==> config.mk <==
export PLATFORM = sky130hd
export DESIGN_NAME = imul_var_latency
export DESIGN_NICKNAME = d
export VERILOG_FILES = /design/src/rtl/imul_var_latency.sv
export SDC_FILE = /design/constraint.sdc
export NUM_CORES = 1
export LEC_CHECK = 0
export CORE_MARGIN = 3
export CORE_UTILIZATION = 40
export CTS_CLUSTER_DIAMETER = 120
export DETAILED_ROUTE_END_ITERATION = 6
export GPL_ROUTABILITY_DRIVEN = 0
export SLEW_MARGIN = 25
export SYNTH_ARGS = -nofsm -noshare
export SYNTH_HDL_FRONTEND = slang
export SYNTH_SLANG_ARGS = --single-unit
==> constraint.sdc <==
create_clock -name clk -period 5.2 [get_ports clk]
set_input_delay 1.04 -clock clk [delete_from_list [all_inputs] [get_ports clk]]
set_output_delay 1.04 -clock clk [all_outputs]
set_load 0.005 [all_outputs]
==> src/rtl/imul_var_latency.sv <==
// Iterative 32x32 shift-add multiplier (low 32 bits) with trailing-zero skipping.
// Latency: 1..32 CALC cycles; one operation in flight; result held until ostream_rdy.
module imul_var_latency #(
  parameter int p_max_shift = 4
) (
  input  logic        clk,
  input  logic        reset,
  input  logic        istream_val,
  output logic        istream_rdy,
  input  logic [63:0] istream_msg,
  output logic        ostream_val,
  input  logic        ostream_rdy,
  output logic [31:0] ostream_msg
);

  typedef enum logic [1:0] {IDLE, CALC, DONE} state_t;

  state_t      state;
  logic [31:0] a_reg;
  logic [31:0] b_reg;
  logic [31:0] result_reg;

  logic [5:0]  skip;
  logic        skip_stop;
  logic [31:0] a_nxt;
  logic [31:0] b_nxt;
  logic [31:0] result_nxt;

  // Only used when b_reg[0] is 0, so bit 0 always counts as one skipped zero.
  always_comb begin
    skip      = 6'd1;
    skip_stop = 1'b0;
    for (int i = 1; i < p_max_shift; i++) begin
      if (!skip_stop && !b_reg[i]) begin
        skip = skip + 6'd1;
      end else begin
        skip_stop = 1'b1;
      end
    end
  end

  always_comb begin
    a_nxt      = a_reg;
    b_nxt      = b_reg;
    result_nxt = result_reg;
    if (b_reg[0]) begin
      result_nxt = result_reg + a_reg;
      a_nxt      = a_reg << 1;
      b_nxt      = b_reg >> 1;
    end else begin
      a_nxt = a_reg << skip;
      b_nxt = b_reg >> skip;
    end
  end

  always_ff @(posedge clk or negedge reset) begin
    if (!reset) begin
      state      <= IDLE;
      a_reg      <= '0;
      b_reg      <= '0;
      result_reg <= '0;
    end else begin
      case (state)
        IDLE: begin
          if (istream_val) begin
            a_reg      <= istream_msg[63:32];
            b_reg      <= istream_msg[31:0];
            result_reg <= '0;
            state      <= CALC;
          end
        end
        CALC: begin
          if (b_reg == '0) begin
            state <= DONE;
          end else begin
            a_reg      <= a_nxt;
            b_reg      <= b_nxt;
            result_reg <= result_nxt;
            // Finish on the same edge the multiplier is exhausted.
            if (b_nxt == '0) begin
              state <= DONE;
            end
          end
        end
        DONE: begin
          if (ostream_rdy) begin
            state <= IDLE;
          end
        end
        default: state <= IDLE;
      endcase
    end
  end

  assign istream_rdy = (state == IDLE);
  assign ostream_val = (state == DONE);
  assign ostream_msg = result_reg;

endmodule

# ---- After elaboration in Yosys (flattened, before gate mapping)
# Index checks and enable logic that the tools add are counted.
dict set report op_classes {
  n_addsub 3
  eq_ne 7
  shift 2
  mux 22
  n_reduce_logical 13
}
# cell n
set op_table {}
lappend op_table {{two-way mux 32 bit} 9}
lappend op_table {{one-hot mux 32 bit (2 select lines)} 3}
lappend op_table {{logical NOT 32 bit} 2}
lappend op_table {{adder 32 bit} 1}
lappend op_table {{left shift 32 x 6 -> 32 bit} 1}
lappend op_table {{>> shifter 32 x 6 -> 32 bit} 1}
lappend op_table {{two-way mux 2 bit} 5}
lappend op_table {{adder 6 x 1 -> 6 bit (second input constant)} 1}
lappend op_table {{two-way mux 6 bit} 1}
lappend op_table {{!= test 2 bit (second input constant)} 3}
lappend op_table {{one-hot mux 2 bit (3 select lines)} 1}
lappend op_table {{AND reduction 3 bit} 2}
lappend op_table {{logical NOT 1 bit} 4}
lappend op_table {{AND reduction 4 bit} 1}
lappend op_table {{adder 2 x 1 -> 3 bit (second input constant)} 1}
lappend op_table {{two-way mux 3 bit} 1}
lappend op_table {{!= test 3 bit (second input constant)} 1}
lappend op_table {{== test 2 x 1 -> 1 bit (second input constant)} 1}
lappend op_table {{== test 2 bit (second input constant)} 1}
lappend op_table {{logical AND 1 bit} 2}
lappend op_table {{logical NOT 2 bit} 1}
lappend op_table {{two-way mux 1 bit} 2}
lappend op_table {{!= test 2 x 1 -> 1 bit (second input constant)} 1}
lappend op_table {{nonzero test 2 bit} 1}
dict set report totals {
  output_inout_bits 34
  ff_bits 98
  word_cells 51
  in_bits 68
}

# ---- Logic depth before layout (Yosys ltp)
dict set report logic_depth {
  depth_word 12
  depth_mapped 12
  depth_no_buf 11
}

# ---- Worst setup path after synthesis
# OpenSTA, ideal clock, no wires.
dict set report synth_path {
  path_type {register to register}
  startpoint {register a_reg[0]}
  endpoint {register result_reg[30], in the netlist ostream_msg[30]}
  path_buffers 0
  arrival_ns 2.619
  path_stages_with_launch 12
  required_ns 5.069
  period_less_slack_ns 2.750
  setup_ns 0.131
  path_slack_ns 2.450
  path_cell_list {dfrtp_1 ha_1 fa_1 a211oi_1 o21ai_1 a41oi_2 o21ai_1 a21o_1 o31ai_4 o31a_1 xor2_1 o21ai_1}
}
dict set report synth_between {
  elab_chain_len 4
}
# element line
set synth_lines {}
lappend synth_lines {{start: declaration} 19} ;# logic [31:0] a_reg;
lappend synth_lines {{start signal: assignment} 66} ;# a_reg <= istream_msg[63:32];
lappend synth_lines {{start signal: assignment} 76} ;# a_reg <= a_nxt;
lappend synth_lines {{adder 32 bit} 47} ;# result_nxt = result_reg + a_reg;
lappend synth_lines {{two-way mux 32 bit} 46} ;# if (b_reg[0]) begin
lappend synth_lines {{two-way mux 32 bit} 73} ;# if (b_reg == '0) begin
lappend synth_lines {{one-hot mux 32 bit (2 select lines)} 63} ;# case (state)
lappend synth_lines {{end signal: assignment} 78} ;# result_reg <= result_nxt;
lappend synth_lines {{end: declaration} 21} ;# logic [31:0] result_reg;
# Every way passes these cells. The select of a mux whose other input is x is not followed.
# A chain may end at the register's enable or synchronous reset.

# ---- Worst setup path after layout
dict set report layout_path {
  startpoint {register b_reg[2]}
  endpoint {register state[0]}
}
dict set report layout_between {
  elab_chain_len 11
  elab_cells_between_ends 16
  cone_classes {1 x add/sub; 1 x eq/ne; 1 x shift; 6 x mux; 7 x reduce/logical}
}
# element line
set layout_lines {}
lappend layout_lines {{start: declaration} 20} ;# logic [31:0] b_reg;
lappend layout_lines {{start signal: assignment} 67} ;# b_reg <= istream_msg[31:0];
lappend layout_lines {{start signal: assignment} 77} ;# b_reg <= b_nxt;
lappend layout_lines {{parallel branches: the longest is 11 deep, another holds adder 6 x 1 -> 6 bit} --}
lappend layout_lines {{end signal: assignment} 81} ;# state <= DONE;
lappend layout_lines {{end signal: assignment} 87} ;# state <= IDLE;
lappend layout_lines {{end signal: assignment} 90} ;# default: state <= IDLE;
lappend layout_lines {{end: declaration} 18} ;# state_t state;
# Parallel ways; which one is timed is not known.

==> results.sh <==
export IMPL_multi_input_area_um2=5330
export IMPL_fp_row_count=51
export IMPL_worst_setup_path_start_kind="flip-flop"
export IMPL_syn_avg_cell_area_um2=8.35
export IMPL_clock_path_buffers=2
export IMPL_root_buffer="clkbuf_16"
export IMPL_path_clk_slew_ns=0.07
export IMPL_antenna_left=0
export IMPL_cpMaxStageDelayCell="dfrtp_1"
export IMPL_worst_path_largest_cell_delay_ns=0.85
export IMPL_clock_fmax_mhz=272
export IMPL_rsz0062_at_grt="false"
export IMPL_hp_class="reg -> reg"
export IMPL_dp_slack_ns=1.58
export IMPL_grt_usage_pct=21.6
export IMPL_wl_per_cell_um=18.2
export IMPL_synth_cells=967
export IMPL_design_power_total_uw=6940
export IMPL_clock_sinks=98
export IMPL_reg2reg_depth=9
export IMPL_clock_skew_ns=0.0164
export IMPL_area_growth_pct=18.3
export IMPL_power_leakage_uw=0.00404
export IMPL_die_area_um2=21900
export IMPL_ys_types=66
export IMPL_holdBufCountCts=0
export IMPL_via_per_inst=5.71
export IMPL_yosys_warnings=0
export IMPL_die_width_um=148
export IMPL_cp_max_fo=29
export IMPL_post_cts_setup_buffer_count=0
export IMPL_min_path_cells=1
export IMPL_routed_via_count=7409
export IMPL_power_density_nw_per_um2=727
export IMPL_antennaDiodeCount=0
export IMPL_relSlewSlack_pct=31.9
export IMPL_grt_max_degree=97
export IMPL_numCtsBuffers=9
export IMPL_synth_edf_count=0
export IMPL_setup_tns_ns=0
export IMPL_drv_slew=0
export IMPL_grt_pass1_vias=7115
export IMPL_maxCapViolCount=0
export IMPL_holdWs_ns=0.490
export IMPL_drive_gt1_share_pct=6.88
export IMPL_first_iter_violations=657
export IMPL_peakVddDrop_mv=0.274
export IMPL_finalSetupViolCount=0
export IMPL_seqCellArea_um2=2450
export IMPL_cp_required_ns=5.44
export IMPL_fillers=1933
export IMPL_cts_max_level=3
export IMPL_pin_count=102
export IMPL_totalWireLength_mm=23.7
export IMPL_grt_overflow=0
export IMPL_clk_latency_ns=0.37
export IMPL_drc=0
export IMPL_tightest_slew_ns=1.02
export IMPL_start_util_pct=41.1
export IMPL_seq_area_frac_synth_pct=30.4
export IMPL_path_cells="and2b_1 -> nor2_4 -> mux4_2 -> mux2i_1 -> nand4_1 -> nor4_1 -> nand4_1 -> nand2_1 -> nand2_1"
export IMPL_grt_pass1_wl_mm=38.6
export IMPL_synth_fp_nets=1067
export IMPL_critPathCaptureType="flip-flop"
export IMPL_ys_ff_latch=98
export IMPL_hold_viol=0
export IMPL_place_port_buffers=101
export IMPL_grt_antenna_before_repair=0
export IMPL_cts_tree="yes"
export IMPL_dr_pass1_iters=7
export IMPL_path_class="reg -> reg"
export IMPL_async_reset_ff_share_pct=100
export IMPL_period_share_pct=70.8
export IMPL_setup_slack_ns=1.52
export IMPL_core_area_um2=19700
export IMPL_arrival_ns=3.92
export IMPL_die_h_um=148
export IMPL_ys_flop_type="dfrtp_1"
export IMPL_min_period_ns=3.68
export IMPL_status="completed"
export IMPL_synth_area_um2=8070
export IMPL_ctsResizeCount=0
export IMPL_dp_hpwl_mm=16.8
export IMPL_post_route_util_pct=48.6
export IMPL_final_nets=1127
==> report_power, final <==
group | internal [µW] | switching, µW
logic | 2080 | 2400
registers | 1130 | 642
clock network | 377 | 323
==> critical path: cells and delay by family, from the launching register on <==
kind	cells	cell delay [ns]
and+or+nand+nor	7	2.00
muxes	2	0.70
DFF	1	0.85
==> synth_stat cells (14+ instances only) <==
| cell | count | share of area [%] |
|---|---|---|
| ha_1 | 31 | 4.8 |
| nor2_1 | 74 | 3.4 |
| xor2_1 | 17 | 1.8 |
| o21ai_0 | 101 | 6.3 |
| nand2_1 | 167 | 7.8 |
| nand4_1 | 14 | 1.1 |
| clkbuf_1 | 37 | 1.7 |
| a21o_1 | 15 | 1.4 |
| o211ai_1 | 14 | 1.3 |
| mux4_2 | 21 | 5.9 |
| nand3_1 | 16 | 0.99 |
| a21oi_1 | 71 | 4.4 |
| o21ai_1 | 26 | 1.6 |
| dfrtp_1 | 98 | 30 |
| mux2i_1 | 102 | 13 |
==> path summary, 6_finish.rpt <==
check	slack, ns	start	end
min reg2reg	0.49	ostream_msg[31]	ostream_msg[31]
max in group asynchronous	3.41	reset	a_reg[21]
min	0.49	ostream_msg[31]	ostream_msg[31]
max	1.52	b_reg[2]	state[0]
min in group asynchronous	0.76	reset	b_reg[17]
max reg2reg	1.52	b_reg[2]	state[0]
==> logic make-up (layout without fill, tap and decap cells) <==
group,count (synthesis),count (layout),share of synthesized area (%)
flip-flops,98,98,30.4
buffers and inverters,75,140,4.02
AND/OR/NAND/NOR,317,317,16.9
adder cells (fa/ha/maj),32,32,5.05
XOR/XNOR,29,29,3.15
AO/OA/AOI/OAI,290,290,21.5
multiplexers,126,126,18.9
==> metrics by stage <==
| stage | instance area [µm²] | cells |
|---|---|---|
| floorplan | 8070 | 967 |
| global placement | 9250 | 1281 |
| detailed placement | 9250 | 1281 |
| CTS | 9550 | 1297 |
| global route | 9550 | 1297 |
| finish | 9550 | 1297 |
==> placed cells by master (no fill, tap or decap), types with 4 or more instances in the layout <==
| cell type | count |
|---|---|
| a31oi_1 | 11 |
| xor2_1 | 17 |
| a221oi_1 | 7 |
| a21oi_1 | 71 |
| nand2_1 | 167 |
| nor4_1 | 7 |
| buf_4 | 13 |
| nor2_1 | 69 |
| nand4_1 | 14 |
| nor2b_1 | 5 |
| a211oi_1 | 6 |
| o211ai_1 | 14 |
| ha_1 | 31 |
| a21o_1 | 15 |
| inv_1 | 11 |
| nand3_1 | 16 |
| a22o_1 | 4 |
| and3_1 | 4 |
| o21ai_0 | 101 |
| nand2b_1 | 5 |
| mux4_2 | 21 |
| o21ai_1 | 26 |
| clkdlybuf4s50_1 | 100 |
| mux2i_1 | 102 |
| dfrtp_1 | 97 |
| nor3_1 | 9 |
| xnor2_1 | 12 |
| clkbuf_16 | 9 |
| nor2_2 | 4 |
==> per-layer routing <==
metal,GRT usage (%),share of wire (%),vias to the layer above
li1,-,-,3644
met1,32.9,49,3509
met2,32.0,44,241
met3,3.62,6.4,15
met4,4.67,0.89,0
met5,0,0,-
==> area by class of cell <==
| type | count | share of cell area, % |
|---|---|---|
| clock buffers | 9 | 2.36 |
| clock inverters | 7 | 0.773 |
| inverters | 11 | 0.432 |
| multi-input cells | 794 | 55.8 |
| flip-flops and latches | 98 | 25.7 |
| well taps | 265 | 3.47 |
| repair buffers | 113 | 11.5 |
Note: power is estimated with default switching activity, not from simulation.
